### src/rtl/arith_pkg.sv
// Shared arithmetic types and constants for the bit-serial datapaths.
package arith_pkg;

   localparam int unsigned ARITH_W = 8;

   typedef enum logic [1:0] {
      IDLE,
      SHIFT,
      DONE
   } sub_state_t;

endpackage

### src/rtl/full_subtractor.sv
// Single-bit full subtractor: d = x - y - b_in, with borrow out.
module full_subtractor (
   input  logic x,
   input  logic y,
   input  logic b_in,
   output logic d,
   output logic b_out
);

   always_comb begin
      d     = x ^ y ^ b_in;
      b_out = (~x & y) | (~(x ^ y) & b_in);
   end

endmodule

### src/rtl/serial_subtractor.sv
// Bit-serial a - b, LSB first, one full-subtractor cell and a registered borrow.
// Result appears after WIDTH shift cycles with a one-cycle done pulse.
module serial_subtractor
   import arith_pkg::*;
#(
   parameter int unsigned WIDTH = ARITH_W
) (
   input  logic             clk,
   input  logic             rst_n,
   input  logic             start,
   input  logic [WIDTH-1:0] a,
   input  logic [WIDTH-1:0] b,
   output logic             busy,
   output logic             done,
   output logic [WIDTH-1:0] diff,
   output logic             borrow_out
);

   localparam int unsigned CntW = $clog2(WIDTH + 1);

   sub_state_t       state_q, state_d;
   logic [WIDTH-1:0] a_q, a_d;
   logic [WIDTH-1:0] b_q, b_d;
   logic [WIDTH-1:0] diff_q, diff_d;
   logic [CntW-1:0]  cnt_q, cnt_d;
   logic             bor_q, bor_d;
   logic             borrow_out_q, borrow_out_d;
   logic             bit_d, bit_bor;

   full_subtractor u_fs (
      .x     (a_q[0]),
      .y     (b_q[0]),
      .b_in  (bor_q),
      .d     (bit_d),
      .b_out (bit_bor)
   );

   always_comb begin
      state_d      = state_q;
      a_d          = a_q;
      b_d          = b_q;
      diff_d       = diff_q;
      cnt_d        = cnt_q;
      bor_d        = bor_q;
      borrow_out_d = borrow_out_q;
      case (state_q)
         IDLE: begin
            if (start) begin
               a_d          = a;
               b_d          = b;
               diff_d       = '0;
               cnt_d        = '0;
               bor_d        = 1'b0;
               borrow_out_d = 1'b0;
               state_d      = SHIFT;
            end
         end
         SHIFT: begin
            a_d    = a_q >> 1;
            b_d    = b_q >> 1;
            diff_d = {bit_d, diff_q[WIDTH-1:1]};
            bor_d  = bit_bor;
            cnt_d  = cnt_q + CntW'(1);
            // The WIDTH-th shift also publishes the final borrow for the done cycle.
            if (cnt_q == CntW'(WIDTH - 1)) begin
               borrow_out_d = bit_bor;
               state_d      = DONE;
            end
         end
         DONE:    state_d = IDLE;
         default: state_d = IDLE;
      endcase
   end

   always_ff @(posedge clk or negedge rst_n) begin
      if (!rst_n) begin
         state_q      <= IDLE;
         a_q          <= '0;
         b_q          <= '0;
         diff_q       <= '0;
         cnt_q        <= '0;
         bor_q        <= 1'b0;
         borrow_out_q <= 1'b0;
      end else begin
         state_q      <= state_d;
         a_q          <= a_d;
         b_q          <= b_d;
         diff_q       <= diff_d;
         cnt_q        <= cnt_d;
         bor_q        <= bor_d;
         borrow_out_q <= borrow_out_d;
      end
   end

   assign busy       = (state_q != IDLE);
   assign done       = (state_q == DONE);
   assign diff       = diff_q;
   assign borrow_out = borrow_out_q;

endmodule

### config.mk
export PLATFORM = sky130hd
export DESIGN_NAME = serial_subtractor
export DESIGN_NICKNAME = d
export VERILOG_FILES = /design/src/rtl/arith_pkg.sv /design/src/rtl/full_subtractor.sv /design/src/rtl/serial_subtractor.sv
export SDC_FILE = /design/constraint.sdc
export NUM_CORES = 1
export LEC_CHECK = 0
export ABC_AREA = 0
export ABC_CLOCK_PERIOD_IN_PS = 1300
export CAP_MARGIN = 20
export CELL_PAD_IN_SITES_DETAIL_PLACEMENT = 1
export CELL_PAD_IN_SITES_GLOBAL_PLACEMENT = 1
export CORE_ASPECT_RATIO = 0.9
export CORE_MARGIN = 2
export CORE_UTILIZATION = 35
export DETAILED_ROUTE_END_ITERATION = 10
export HOLD_SLACK_MARGIN = 0.05
export PLACE_DENSITY = 0.79
export SLEW_MARGIN = 20
export SYNTH_ARGS = -nofsm -noshare
export SYNTH_HDL_FRONTEND = slang
export SYNTH_SLANG_ARGS = --single-unit
### constraint.sdc
create_clock -name clk -period 1.3 [get_ports clk]
set_input_delay 0.13 -clock clk [delete_from_list [all_inputs] [get_ports clk]]
set_output_delay 0.13 -clock clk [all_outputs]
set_load 0.01 [all_outputs]
==> impl_results.md, run 1 <==
* RePlAce Congestion at 0.670
* First-pass GRT wire length at 5.48 mm
* Commonest non-fill, non-tap cell in the layout: dfrtp_1
* Final WS setup at 16.5 ps
* CORE AREA at 0.00402 mm2
* Final cell count without fillers at 212
* Finished Cell Area at 0.00194 mm2
* Post-synthesis cell area at 0.00144 mm2
* Syn Inst Count at 125
* Post-synth EDFFs at 0
* HPWL after DPL at 2.18 mm
* Endpoints failing setup at 0
* Inserted Clock Buffers at 5
* Vias post-DR at 1086
* Clock Skews at 9.33 ps
* Final Hold Fails at 0
* Syn_nets at 146
* Netlist cell types at 25
* CTS Hold Buffers Added at 0
* Drt wl/cell at 14.6 um
* Reg2reg path depth at 4
* PwrDens at 2480 mW/mm2
* Area Growth Syn to Fin at 34.9%
* Fill count at 432
* Fin crit period at 1280 ps
* Buffers added on ports at 29
* Synth warn at 0
* Initial antenna violation count at 0
* GR Util All Layers at 15.6%
* Cell Area, Placed at 0.00183 mm2
* Final ANT Viol Nets at 0
* Register area share after synthesis at 55.7%
* Initial cell density of the core at 35.8%
* Yosys reg bits at 32
* VDD IR-drop max at 1200 uV
* Diode count at 0
* Slew HR at 82.2%
* Share of cells above drive strength 1 at 14.6%
* # clock sinks at 32
* Max FO, Critical Path at 5
* Area share of the largest cell type after synthesis at 55.7%
* RR Endpoint: cnt_q[3]
* Worst hold margin at 202 ps
* Placed Instances at 203
* CTS tree: done
* Max-Cap Viols at 0
* Worst setup EP type: primary output
* Peak Freq at 779 MHz
* Vias/cell at 5.12
* DRC Markers at 0
* Clock transition at path regs at 80 ps
* Leading post-synthesis cells by cell area: dfrtp_1 56%, mux2i_1 10%, a22o_1 6.1%
* Post-synth top area cell: dfrtp_1
* Area of the multi-input gates at 573 um2
* Reg2reg start: state_q[1]
* Via count of the first global-routing pass at 1190
* Final Net Count at 184
* Hold Crit Class: in2async
* CTS max path bufs at 2
* Synth Area per Inst at 11.5 um2
* Reg area at 801 um2
* Die ar. at 0.00464 mm2
* Grt ovf at 0
* DIE HEIGHT at 64.8 um
* Kind of critical path: reg2out
* Setup TNS at 0 ps
* Max-slew violations at 0
* R2r setup slk at 30 ps
* Routed Wire Length at 3.09 mm
* 1st-iter DRT viols at 25
* CP Launch Type: flop
* Row cnt at 22
* Status: finished, final reports clean
* RSZ-0062 raised after global routing: true
* Pre-antenna DRT Iters at 2
* Clk_lat worst skew at 290 ps
* Die Wd at 71.6 um
* Ys async rst share at 100%
* Crit path DAT at 1150 ps
* Fin crit share at 98.7%
* Slew @ Worst Pin at 267 ps
* WP data required at 1170 ps
* Pre-CTS WS at -19.6 ps
* CTS Root Cell: clkbuf_8
* IO Pins at 30
* Top FF cell, synth: dfrtp_1
* Commonest non-fill, non-tap cells in the layout: 32 x dfrtp_1, 19 x nand2_1, 18 x clkdlybuf4s50_1
* H-tree Lvls at 2
* Static leakage at 0.939 nW
* Largest net degree at the start of global routing at 33
metal layers:
layer  track usage (%)  up-vias  wire [um]
li1                  -      513          -
met1              17.3      539       1310
met2              27.2       27       1560
met3              5.60        7        174
met4              5.66        0         45
met5                 0        -          0
report_power, final:
part | switching [mW] | internal [mW] | leakage, nW
registers | 0.305 | 1.44 | 0.407
clock network | 0.386 | 0.567 | 0.0541
logic | 1.01 | 1.11 | 0.478
total | 1.70 | 3.12 | 0.939
layout make-up:
cell class | instances | area share (%)
Clock buffer | 5 | 3.55
Clock inverter | 3 | 2.19
Inverter | 1 | 0.194
Multi-Input combinational cell | 84 | 29.5
Sequential cell | 32 | 41.3
Tap cell | 48 | 3.10
Timing Repair Buffer | 39 | 20.1
per-stage QoR:
| stage | util, % | power [mW] |
|---|---|---|
| after floorplan | - | 3.23 |
| after global placement | 45.5 | 3.84 |
| after detailed placement | 45.5 | 4.00 |
| after CTS | 47.9 | 4.85 |
| after global routing | 48.3 | 5.24 |
| final | 48.3 | 4.82 |
repair_timing:
action,in CTS,in global routing
endpoints found under the setup margin,11,25
buffers inserted,0,1
resized for setup,14,4
hold endpoints to repair,0,0
critical path: stages (launching register included):
cell and delay [ps]:
dfrtp_1 420, or2_2 310, buf_2 140
kinds of logic (layout without fill, tap and decap cells):
kind of cell             after synthesis  after routing  synth area share, %
flip-flops                            32             32                 55.7
buffers and inverters                  9             48                 4.70
adder cells (fa/ha/maj)                2              2                 2.26
AND/OR/NAND/NOR                       33             33                 11.5
AO/OA/AOI/OAI                         34             34                 15.4
multiplexers                          15             15                 10.4
flip-flops by register name, summed over array words and instances, names as in the netlist:
| name | flops |
|---|---|
| b_q | 8 |
| diff | 8 |
| borrow_out | 1 |
| state_q | 2 |
| cnt_q | 4 |
| a_q | 8 |
| bor_q | 1 |
cell usage after synthesis (2+ instances only):
cell type / instances
nand2b_1: 2
o21ai_1: 16
a22o_1: 10
o21ai_0: 2
mux2i_1: 15
a21oi_1: 3
dfrtp_1: 32
buf_2: 5
nand3_1: 3
nor2b_1: 4
nand2_1: 19
worst max path at each step:
stage	endpoint	cells after the start	from
CTS	busy	2	state_q[0]
detailed placement	busy	2	state_q[0]
finish	busy	2	state_q[0]
global placement	busy	2	state_q[0]
floorplan	diff[1]	5	state_q[0]
global route	a_q[2]	5	state_q[1]
Note: power is estimated with default switching activity, not from simulation.
==> inputs of run 2 (changes only) <==
Settings changed: CORE_UTILIZATION 35 to 37, CTS_BUF_LIST set to sky130_fd_sc_hd__clkbuf_8, PLACE_DENSITY 0.79 to 0.82, RECOVER_POWER set to 100.
==> run 2 against run 1 <==
Effect of this change:
- the flow now finishes with violations (negative setup slack)
- largest power group unchanged
- power is 11% higher
- first-iteration DRC count is 28% higher
- maximum frequency is 6.1% lower
- worst hold slack better by 260 ps
- die area is 5.1% lower
- clock skew is 5.4 ps lower
- cell count is 2.4% higher
- largest cell class unchanged
- sequential power hardly changed
- register-to-register slack worse by 98 ps
- clock power is 20% lower
- sequential cell count stayed put
==> impl_results.md, run 2 (synthesis gave the netlist of run 1 again) <==
* First-pass GRT wire length at 5.78 mm
* Die ar. at 0.00440 mm2
* Routed Wire Length at 3.79 mm
* Final WS setup at -67.6 ps
* Clk_lat worst skew at 280 ps
* GR Util All Layers at 17.3%
* Endpoints failing setup at 6
* Vias post-DR at 1114
* Buffers added on ports at 29
* VDD IR-drop max at 969 uV
* Peak Freq at 731 MHz
* Grt ovf at 0
* Finished Cell Area at 0.00207 mm2
* Die Wd at 69.7 um
* DRC Markers at 0
* Final cell count without fillers at 217
* Placed Instances at 203
* Max FO, Critical Path at 8
* CTS tree: done
* Final ANT Viol Nets at 0
* DIE HEIGHT at 63.1 um
* H-tree Lvls at 2
* Row cnt at 21
* Clock Skews at 3.89 ps
* Commonest non-fill, non-tap cells in the layout: 32 x dfrtp_1, 18 x nand2_1, 17 x clkdlybuf4s50_1
* Share of cells above drive strength 1 at 20.5%
* CP Launch Type: flop
* CTS Root Cell: clkbuf_8
* IO Pins at 30
* Worst setup EP type: flop
* Pre-antenna DRT Iters at 4
* PwrDens at 2570 mW/mm2
* CORE AREA at 0.00373 mm2
* Hold Crit Class: in2async
* Area of the multi-input gates at 623 um2
* Initial antenna violation count at 0
* Slew HR at 47.7%
* Initial cell density of the core at 38.5%
* HPWL after DPL at 2.32 mm
* Final Net Count at 191
* Kind of critical path: reg2reg
* Diode count at 0
* # clock sinks at 32
* WP data required at 1470 ps
* Pwr Total at 5.33 mW
* Reg area at 801 um2
* Via count of the first global-routing pass at 1194
* Clock transition at path regs at 60 ps
* Max-slew violations at 0
* Pre-CTS WS at -71.2 ps
* Inserted Clock Buffers at 5
* RePlAce Congestion at 0.737
* Final Hold Fails at 0
* Failing checks: negative setup slack
* Drt wl/cell at 17.5 um
* RSZ-0062 raised after global routing: true
* Vias/cell at 5.13
* Largest net degree at the start of global routing at 33
* Fin crit period at 1370 ps
* Static leakage at 1.01 nW
* CTS Hold Buffers Added at 0
* Fin crit share at 105%
* Commonest non-fill, non-tap cell in the layout: dfrtp_1
* CTS max path bufs at 2
* Status: finished, violations left
* 1st-iter DRT viols at 32
* Max-Cap Viols at 0
* Slew @ Worst Pin at 785 ps
* Fill count at 395
* Area Growth Syn to Fin at 44.2%
* Cell Area, Placed at 0.00184 mm2
* Crit path DAT at 1540 ps
run 2: cell count changes in the layout (fill, tap and decap cells not counted), sizes merged:
cell	change
clkinvlp	-1
clkbuf	+4
clkdlybuf4s50	-1
buf	+4
bufinv	-1
dlygate4sd2	+1
inv	+2
clkinv	-1
dlygate4sd3	+1
clkdlybuf4s15	-1
run 2: power breakdown:
part | internal [mW] | total (mW) | switching [mW]
registers | 1.44 | 1.77 | 0.322
clock network | 0.415 | 0.760 | 0.345
logic | 1.54 | 2.80 | 1.26
total | 3.40 | 5.33 | 1.93
run 2: area by class of cell:
| class | count | share of cell area, % |
|---|---|---|
| timing repair buffer | 46 | 24.0 |
| clock buffer | 6 | 3.98 |
| inverter | 1 | 0.181 |
| clock inverter | 2 | 0.362 |
| tap | 46 | 2.78 |
| multi-input combinational | 84 | 30.1 |
| sequential | 32 | 38.6 |
run 2: per-layer routing:
layer  GRT usage, %  wire [um]  vias to the layer above
met5              0          0                        -
met3           4.32        163                        9
met2           30.5       2020                       30
met1           19.6       1530                      547
li1               -          -                      528
met4           8.65         78                        0
run 2: what timing repair did:
item / CTS / global route
endpoints found under the setup margin: 26 / 29
buffers inserted: 1 / 2
gates resized for setup: 24 / 15
pin swaps: 2 / 1
gates cloned: 2 / 1
run 2: critical path: stages (launching register included):
cell	delay [ps]
dfrtp_1	400
buf_6	140
o21bai_4	170
buf_12	150
o21bai_4	170
a32o_2	230
run 2: worst paths after layout:
check / to / from / cells after the start / slack (ps)
worst min-delay path: diff[5] / rst_n / 2 / 470
max in group asynchronous: state_q[1] / rst_n / 2 / 340
worst min register to register: a_q[3] / a_q[3] / 2 / 490
worst max register to register: borrow_out / state_q[1] / 5 / -70
worst max-delay path: borrow_out / state_q[1] / 5 / -70
min in group clk: b_q[3] / b[3] / 3 / 470
run 2: metrics by stage:
step / util (%) / hold slack, ps / TNS [ps]
5_1_grt: 55.6 / 472 / -1620
3_3_place_gp: 49.4 / 467 / -228
2_1_floorplan: - / -166 / 0
3_5_place_dp: 49.4 / 480 / -754
4_1_cts: 53.4 / 232 / -206
6_report: 55.6 / 466 / -121
